--- src/rtl/matmul_pkg.sv ---
// rtl/matmul_pkg.sv - shared matmul tile constants and collector state type
package matmul_pkg;
   localparam int TILE_M  = 2;
   localparam int TILE_N  = 2;
   localparam int C_BEATS = TILE_M * TILE_N;

   typedef enum logic [1:0] {
      COLLECT = 2'd0,
      DISCARD = 2'd1,
      FULL    = 2'd2
   } collector_state_t;
endpackage

--- src/rtl/c_result_collector_if.sv ---
// rtl/c_result_collector_if.sv - C result stream bundle with source/sink modports
interface c_result_collector_if #(
   parameter int DATA_W = 32
);
   logic [DATA_W-1:0] tdata;
   logic              tvalid;
   logic              tready;
   logic              tlast;

   modport master (output tdata, output tvalid, output tlast, input tready);
   modport slave  (input tdata, input tvalid, input tlast, output tready);
endinterface

--- src/rtl/c_result_collector.sv ---
// rtl/c_result_collector.sv - collects one C tile burst into a readable bank
// and holds it, with sticky flags, until software clears it.
module c_result_collector
   import matmul_pkg::*;
#(
   parameter int DATA_W = 32,
   parameter int BEATS  = C_BEATS
) (
   input  logic                     clk,
   input  logic                     rst,
   c_result_collector_if.slave      s_axis_c,
   input  logic [$clog2(BEATS)-1:0] rd_addr,
   output logic [DATA_W-1:0]        rd_data,
   input  logic                     clr,
   output logic                     result_valid,
   output logic                     err_len,
   output logic                     irq,
   output logic [$clog2(BEATS):0]   beat_cnt
);
   localparam int AW = $clog2(BEATS);
   localparam int CW = AW + 1;

   collector_state_t  state;
   collector_state_t  state_next;
   logic [DATA_W-1:0] bank [BEATS];
   logic              hs;
   logic              at_last;

   assign hs      = s_axis_c.tvalid && s_axis_c.tready;
   assign at_last = (beat_cnt == CW'(BEATS - 1));

   always_ff @(posedge clk) begin
      if (rst) state <= COLLECT;
      else     state <= state_next;
   end

   always_comb begin
      state_next = state;
      case (state)
         COLLECT: begin
            if (hs && at_last) state_next = s_axis_c.tlast ? FULL : DISCARD;
         end
         DISCARD: begin
            if (hs && s_axis_c.tlast) state_next = COLLECT;
         end
         FULL: begin
            if (clr) state_next = COLLECT;
         end
         default: state_next = COLLECT;
      endcase
   end

   // Ready is decoded from state only, so it never depends on tvalid.
   always_comb begin
      s_axis_c.tready = 1'b0;
      if (!rst && state != FULL) s_axis_c.tready = 1'b1;
   end

   always_ff @(posedge clk) begin
      if (rst) begin
         beat_cnt     <= '0;
         result_valid <= 1'b0;
         err_len      <= 1'b0;
         irq          <= 1'b0;
         rd_data      <= '0;
         for (int i = 0; i < BEATS; i++) bank[i] <= '0;
      end else begin
         rd_data <= bank[rd_addr];
         irq     <= 1'b0;
         if (clr) err_len <= 1'b0;
         case (state)
            COLLECT: begin
               if (hs) begin
                  bank[beat_cnt[AW-1:0]] <= s_axis_c.tdata;
                  if (s_axis_c.tlast || at_last) beat_cnt <= '0;
                  else                           beat_cnt <= beat_cnt + CW'(1);
                  // Any burst that does not end exactly on the last slot is a length error.
                  if (s_axis_c.tlast && at_last) begin
                     result_valid <= 1'b1;
                     irq          <= 1'b1;
                  end else if (s_axis_c.tlast || at_last) begin
                     err_len <= 1'b1;
                  end
               end
            end
            FULL: begin
               if (clr) result_valid <= 1'b0;
            end
            default: ;
         endcase
      end
   end
endmodule

--- src/flat_wrapper.sv ---
// flat-port wrapper written by rule: the top's interface ports become plain ports
module c_result_collector_flat import matmul_pkg::*;
#(
   parameter int DATA_W = 32,
   parameter int BEATS  = C_BEATS
)
  (clk, rst, rd_addr, rd_data, clr, result_valid, err_len, irq, beat_cnt, s_axis_c_tdata, s_axis_c_tvalid, s_axis_c_tlast, s_axis_c_tready);
  c_result_collector_if #(.DATA_W(DATA_W)) s_axis_c_i ();
  input  logic clk;
  input  logic rst;
  input  logic [$clog2(BEATS)-1:0] rd_addr;
  output logic [DATA_W-1:0] rd_data;
  input  logic clr;
  output logic result_valid;
  output logic err_len;
  output logic irq;
  output logic [$clog2(BEATS):0] beat_cnt;
  input wire logic [$bits(s_axis_c_i.tdata)-1:0] s_axis_c_tdata;
  input wire logic [$bits(s_axis_c_i.tvalid)-1:0] s_axis_c_tvalid;
  input wire logic [$bits(s_axis_c_i.tlast)-1:0] s_axis_c_tlast;
  output wire logic [$bits(s_axis_c_i.tready)-1:0] s_axis_c_tready;
  assign s_axis_c_i.tdata = s_axis_c_tdata;
  assign s_axis_c_i.tvalid = s_axis_c_tvalid;
  assign s_axis_c_i.tlast = s_axis_c_tlast;
  assign s_axis_c_tready = s_axis_c_i.tready;
  c_result_collector #(.DATA_W(DATA_W), .BEATS(BEATS)) u_core (.clk(clk), .rst(rst), .s_axis_c(s_axis_c_i), .rd_addr(rd_addr), .rd_data(rd_data), .clr(clr), .result_valid(result_valid), .err_len(err_len), .irq(irq), .beat_cnt(beat_cnt));
endmodule
--- config.mk ---
export PLATFORM = sky130hd
export DESIGN_NAME = c_result_collector_flat
export DESIGN_NICKNAME = d
export VERILOG_FILES = /design/src/rtl/matmul_pkg.sv /design/src/rtl/c_result_collector_if.sv /design/src/rtl/c_result_collector.sv /design/src/flat_wrapper.sv
export SDC_FILE = /design/constraint.sdc
export NUM_CORES = 1
export LEC_CHECK = 0
export BUFFER_PORTS_ARGS = -buffer_cell sky130_fd_sc_hd__buf_2
export CAP_MARGIN = 40
export CORE_UTILIZATION = 60
export DETAILED_ROUTE_END_ITERATION = 10
export PLACE_DENSITY = 0.82
export SKIP_CTS_REPAIR_TIMING = 1
export SLEW_MARGIN = 20
export SYNTH_ARGS = -nofsm -noshare
export SYNTH_HDL_FRONTEND = slang
export SYNTH_SLANG_ARGS = --single-unit
--- constraint.sdc ---
create_clock -name clk -period 7.3 [get_ports clk]
set_input_delay 0.365 -clock clk [delete_from_list [all_inputs] [get_ports clk]]
set_output_delay 0.365 -clock clk [all_outputs]
set_load 0.05 [all_outputs]
==> results of run 1 <==
-- worst reg2reg max path, delay by kind of cell (launching register included) --
kind	cells	cell delay [ps]
AND/OR/NAND/NOR	1	840
buffers and inverters	2	530
flip-flops	1	370
AO/OA/AOI/OAI	1	370
-- cells by family (layout without fill, tap and decap cells) --
| logic type | count (synthesis) | in the layout | share of synthesized area |
|---|---|---|---|
| flops | 168 | 168 | 0.684 |
| compound gates | 42 | 42 | 0.0402 |
| mux | 67 | 67 | 0.0992 |
| fa+ha+maj | 2 | 2 | 0.00369 |
| simple gates | 147 | 147 | 0.119 |
| buf+inv | 77 | 155 | 0.0527 |
| xor+xnor | 1 | 1 | 0.00129 |
-- cells in the mapped netlist (all sizes together), types with 2 or more instances --
cell and number:
inv 35, a21oi 2, or3b 3, or4b 2, ha 2, clkbuf 19
nor2 34, edfxtp 128, dfxtp 40, buf 23, o21bai 3, nor2b 2
o22ai 32, nand2b 3, mux2 2, mux2i 65, nor3 98
-- registers in the layout (all words and copies together), names as in the netlist --
| register | flops |
|---|---|
| u_core.state | 2 |
| u_core.result_valid | 1 |
| u_core.beat_cnt | 3 |
| u_core.bank | 128 |
| u_core.err_len | 1 |
| u_core.irq | 1 |
| u_core.rd_data | 32 |
-- where the power goes --
group	switching [mW]	internal, mW	total (mW)	leakage (nW)
combinational	0.161	0.0689	0.230	1.27
sequential	0.0175	1.09	1.11	1.64
clock	0.366	0.611	0.976	0.308
total	0.544	1.77	2.31	3.22
-- cell type report --
| cell class | instances | area [um2] | area share |
|---|---|---|---|
| multi-input cells | 259 | 1820 | 0.227 |
| inverters | 35 | 131 | 0.0164 |
| repair buffers | 88 | 603 | 0.0751 |
| clock inverters | 14 | 221 | 0.0276 |
| clock buffers | 18 | 429 | 0.0535 |
| well taps | 140 | 175 | 0.0218 |
| flip-flops and latches | 168 | 4640 | 0.579 |
-- final timing paths --
kind | startpoint | endpoint | slack [ps] | cells past startpoint
worst max register to register | u_core.state[1]$_SDFFE_PP0P_ | u_core.bank[2][6]$_SDFFCE_PN0P_ | 4890 | 4
worst max-delay path | u_core.state[1]$_SDFFE_PP0P_ | u_core.bank[2][6]$_SDFFCE_PN0P_ | 4890 | 4
worst min register to register | u_core.err_len$_SDFF_PP0_ | u_core.err_len$_SDFF_PP0_ | 480 | 1
worst min-delay path | s_axis_c_tvalid | u_core.state[0]$_SDFFE_PP0P_ | 200 | 2
-- metal layers --
| layer | part of all wire | vias up | track usage |
|---|---|---|---|
| met5 | 0 | - | 0 |
| li1 | - | 1982 | - |
| met1 | 0.40 | 2139 | 0.305 |
| met3 | 0.050 | 22 | 0.0693 |
| met2 | 0.53 | 170 | 0.437 |
| met4 | 0.014 | 0 | 0.115 |
==> results.json, run 1 <==
{
  "syn_nets": 545,
  "max-clock-path-buffers": 2,
  "hold_ws_ps": 203,
  "maxCapViolations": 0,
  "period_share": 0.331,
  "fin_ws_ps": 4890,
  "grt_use_total": 0.256,
  "synthesis.area_um2": 6790,
  "wl_um": 13900,
  "initial_core_util": 0.621,
  "layout-drive-gt1-share": 0.242,
  "instances_no_fill": 722,
  "tightestPinTransition_ps": 738,
  "drt-vias-per-instance": 5.97,
  "synth_top_area_cell": "edfxtp_1",
  "layout_common_cells": "128 x edfxtp_1, 98 x nor3_1, 76 x buf_2",
  "postSynth.asyncResetShare": 0,
  "ys_ff_latch": 168,
  "fin_util": 0.734,
  "clockRootBuffer": "clkbuf_16",
  "fp.dieH_um": 108,
  "nNetsFinal": 610,
  "arrival_ps": 2530,
  "status": "finished clean",
  "synth.area.top_cells": "edfxtp_1 57%, dfxtp_1 12%, mux2i_1 9.6%, nor3_1 7.2%, o22ai_1 2.9%",
  "peakVddDrop_uv": 149,
  "fmax_ghz": 0.414,
  "core_area_um2": 10900,
  "drt-initial-drc-count": 352,
  "die_x_um": 108,
  "grt_pass1_vias": 4435,
  "crit_path_cell_trace": "or4b_4 > buf_12 > o21bai_4 > buf_16",
  "ys_types": 34,
  "synth_warnings": 0,
  "dp_hpwl_um": 8050,
  "cts_max_level": 4,
  "clkSinkCount": 168,
  "grt_max_degree": 67,
  "gp_congestion": 0.755,
  "insertion_delay_ps": 420,
  "stdcell_area_um2": 8030,
  "max_stage_delay_ps": 830,
  "synth-seq-area-share": 0.684,
  "dpl_cell_area_um2": 7350,
  "min_period_ps": 2410,
  "finalClockSkew_ps": 5.50,
  "io-pin-count": 78,
  "grt_pass1_wl_um": 21900,
  "cp-start-kind": "register",
  "grt_overflow": 0,
  "wire_per_inst_um": 19.2,
  "ant_nets": 0,
  "tns_ps": 0,
  "rows": 38,
  "critical_path.slowest_cell": "or4b_4",
  "p_total_mw": 2.31,
  "crit_family": "simple AND/OR/NAND/NOR gates",
  "pre_cts_slack_ps": 4730,
  "setup_violations": 0,
  "diodes": 0,
  "antenna_found_initial": 1,
  "syn_to_final_growth_pct": 18.3,
  "timing.critical_path.buf_inv": 2,
  "holdCritPathClass": "in2reg",
  "synth_ff_type": "edfxtp_1",
  "crit_required_ps": 7420,
  "hold_viol": 0,
  "synth_top_area_frac": 0.566,
  "p_leak_nw": 3.22,
  "numCtsBuffers": 17,
  "port_buffers": 77,
  "clk_pin_slew_ps": 60,
  "fillerInstances": 681,
  "synth_edf_count": 128,
  "maxSlewHeadroom": 0.508,
  "rsz0062_at_grt": "no",
  "drc": 0,
  "place_inst": 689,
  "postSynthAreaPerCell_um2": 13.5,
  "die-area_um2": 11700,
  "drtPass1Iterations": 5,
  "drv_slew": 0,
  "layout_commonest_cell": "edfxtp_1",
  "cts_tree": "done",
  "crit_path_end_kind": "register",
  "syn_inst": 504,
  "worstPathMaxFanout": 41,
  "power.density_nw_per_um2": 288,
  "path_class": "reg2reg",
  "vias": 4313
}
No activity file was read; power rests on OpenSTA's default activity.
==> run 2: changes to the inputs <==
Settings changed: CORE_UTILIZATION 60 to 58, PLACE_DENSITY 0.82 to 0.79.
Clock period 7.3 ns to 2.3 ns, I/O delays scaled along.
==> run 2 against run 1 <==
Compared with the run above: combinational power grew to 3.1 times the previous value; flip-flop and latch count stayed put; sequential share of layout area is 0.71 points higher; global-route usage is 1.4 points lower; clock-buffer cell count is 1 higher; critical path type unchanged; maximum frequency is 25% higher; hold slack worse by 200 ps; sequential power grew to 3.2 times the previous value; critical path depth is 1 lower.
==> results.json, run 2 (synthesized netlist as in run 1, its figures left out) <==
{
  "drc": 0,
  "grt_overflow": 0,
  "io-pin-count": 78,
  "diodes": 0,
  "gp_congestion": 0.745,
  "max-clock-path-buffers": 2,
  "whs_path_depth": 2,
  "drv_slew": 0,
  "tightestPinTransition_ps": 740,
  "hold_viol": 0,
  "die-area_um2": 12100,
  "worstPathMaxFanout": 21,
  "vias": 4235,
  "ant_nets": 0,
  "crit_family": "simple AND/OR/NAND/NOR gates",
  "layout_commonest_cell": "edfxtp_1",
  "wire_per_inst_um": 18.7,
  "cts_tree": "done",
  "peakVddDrop_uv": 572,
  "min_period_ps": 1930,
  "finalClockSkew_ps": 9.76,
  "layout-drive-gt1-share": 0.253,
  "worstRegToRegCells": 3,
  "core_area_um2": 11400,
  "hold_ws_ps": 6.78,
  "port_buffers": 77,
  "setup_violations": 0,
  "grt_pass1_wl_um": 21100,
  "rsz0062_at_grt": "no",
  "cp-start-kind": "register",
  "maxCapViolations": 0,
  "stdcell_area_um2": 7930,
  "p_total_mw": 6.92,
  "largest_register": "u_core.bank",
  "clkSinkCount": 168,
  "p_leak_nw": 3.18,
  "grt_use_total": 0.242,
  "grt_pass1_vias": 4083,
  "syn_to_final_growth_pct": 16.9,
  "largest_register_ffs": 128,
  "tns_ps": 0,
  "rows": 39,
  "cts_max_level": 4,
  "antenna_found_initial": 0,
  "insertion_delay_ps": 420,
  "top_regs": "u_core.bank x128, u_core.rd_data x32, u_core.beat_cnt x3",
  "fp.dieH_um": 110,
  "cp_num_cells": 3,
  "dp_hpwl_um": 7870,
  "max_stage_delay_ps": 520,
  "timing.critical_path.buf_inv": 1,
  "die_x_um": 110,
  "power.density_nw_per_um2": 873,
  "wl_um": 13700,
  "drt-initial-drc-count": 313,
  "crit_path_end_kind": "register",
  "crit_required_ps": 2420,
  "path_class": "reg2reg",
  "crit_path_cell_trace": "nor4b_1 > a31o_2 > buf_12",
  "initial_core_util": 0.594,
  "dpl_cell_area_um2": 7350,
  "drtPass1Iterations": 5,
  "fmax_ghz": 0.519,
  "clk_pin_slew_ps": 60,
  "grt_max_degree": 53,
  "fillerInstances": 790,
  "arrival_ps": 2050,
  "holdCritPathClass": "in2reg",
  "nNetsFinal": 616,
  "layout_common_cells": "128 x edfxtp_1, 98 x nor3_1, 76 x buf_2",
  "critical_path.slowest_cell": "nor4b_1",
  "maxSlewHeadroom": 0.506,
  "drt-vias-per-instance": 5.79,
  "period_share": 0.838,
  "numCtsBuffers": 17,
  "status": "finished clean",
  "clockRootBuffer": "clkbuf_16",
  "instances_no_fill": 731,
  "place_inst": 698
}
[run 2: cell count changes in the layout (fill, tap and decap cells not counted), moves of 2 or more]
| cell | delta |
|---|---|
| buf_12 | +2 |
| buf_16 | -5 |
| buf_4 | +8 |
| clkinv_4 | +2 |
| bufinv_16 | -4 |
| clkbuf_8 | +2 |
[run 2: where the power goes]
group          switching [mW]  leakage, nW  internal (mW)
combinational           0.506         1.27          0.207
clock                    1.14        0.272           1.55
sequential             0.0545         1.64           3.46
[run 2: stage by stage]
stage | worst slack [ps] | util
2_1_floorplan | 23.9 | -
3_3_place_gp | 471 | 0.641
3_5_place_dp | 418 | 0.643
4_1_cts | 402 | 0.694
5_1_grt | 283 | 0.695
6_report | 372 | 0.695
[run 2: worst register-to-register path: stages (launching register included)]
cell     delay, ps
dfxtp_1        370
nor4b_1        520
a31o_2         490
buf_12         240
[run 2: worst paths after layout]
kind | start | endpoint | slack, ps
setup / recovery | u_core.state[1]$_SDFFE_PP0P_ | u_core.bank[3][25]$_DFFE_PP_ | 370
hold / removal | s_axis_c_tlast | u_core.state[0]$_SDFFE_PP0P_ | 7
setup reg to reg | u_core.state[1]$_SDFFE_PP0P_ | u_core.bank[3][25]$_DFFE_PP_ | 370
hold reg to reg | u_core.err_len$_SDFF_PP0_ | u_core.err_len$_SDFF_PP0_ | 500
[run 2: area by class of cell]
class / count / area (um2) / share of cell area
clock inverter: 13 / 123 / 0.0155
inverter: 35 / 131 / 0.0166
sequential: 168 / 4650 / 0.586
tap: 143 / 179 / 0.0226
multi-input combinational: 259 / 1820 / 0.230
timing repair buffer: 94 / 576 / 0.0726
clock buffer: 19 / 453 / 0.0571
[run 2: per-layer routing]
layer  vias up  share of wire  GRT usage
met1      2013           0.41      0.319
met5         -              0          0
met4         0          0.012     0.0846
met3        16          0.071     0.0570
met2       210           0.50      0.396
li1       1996              -          -
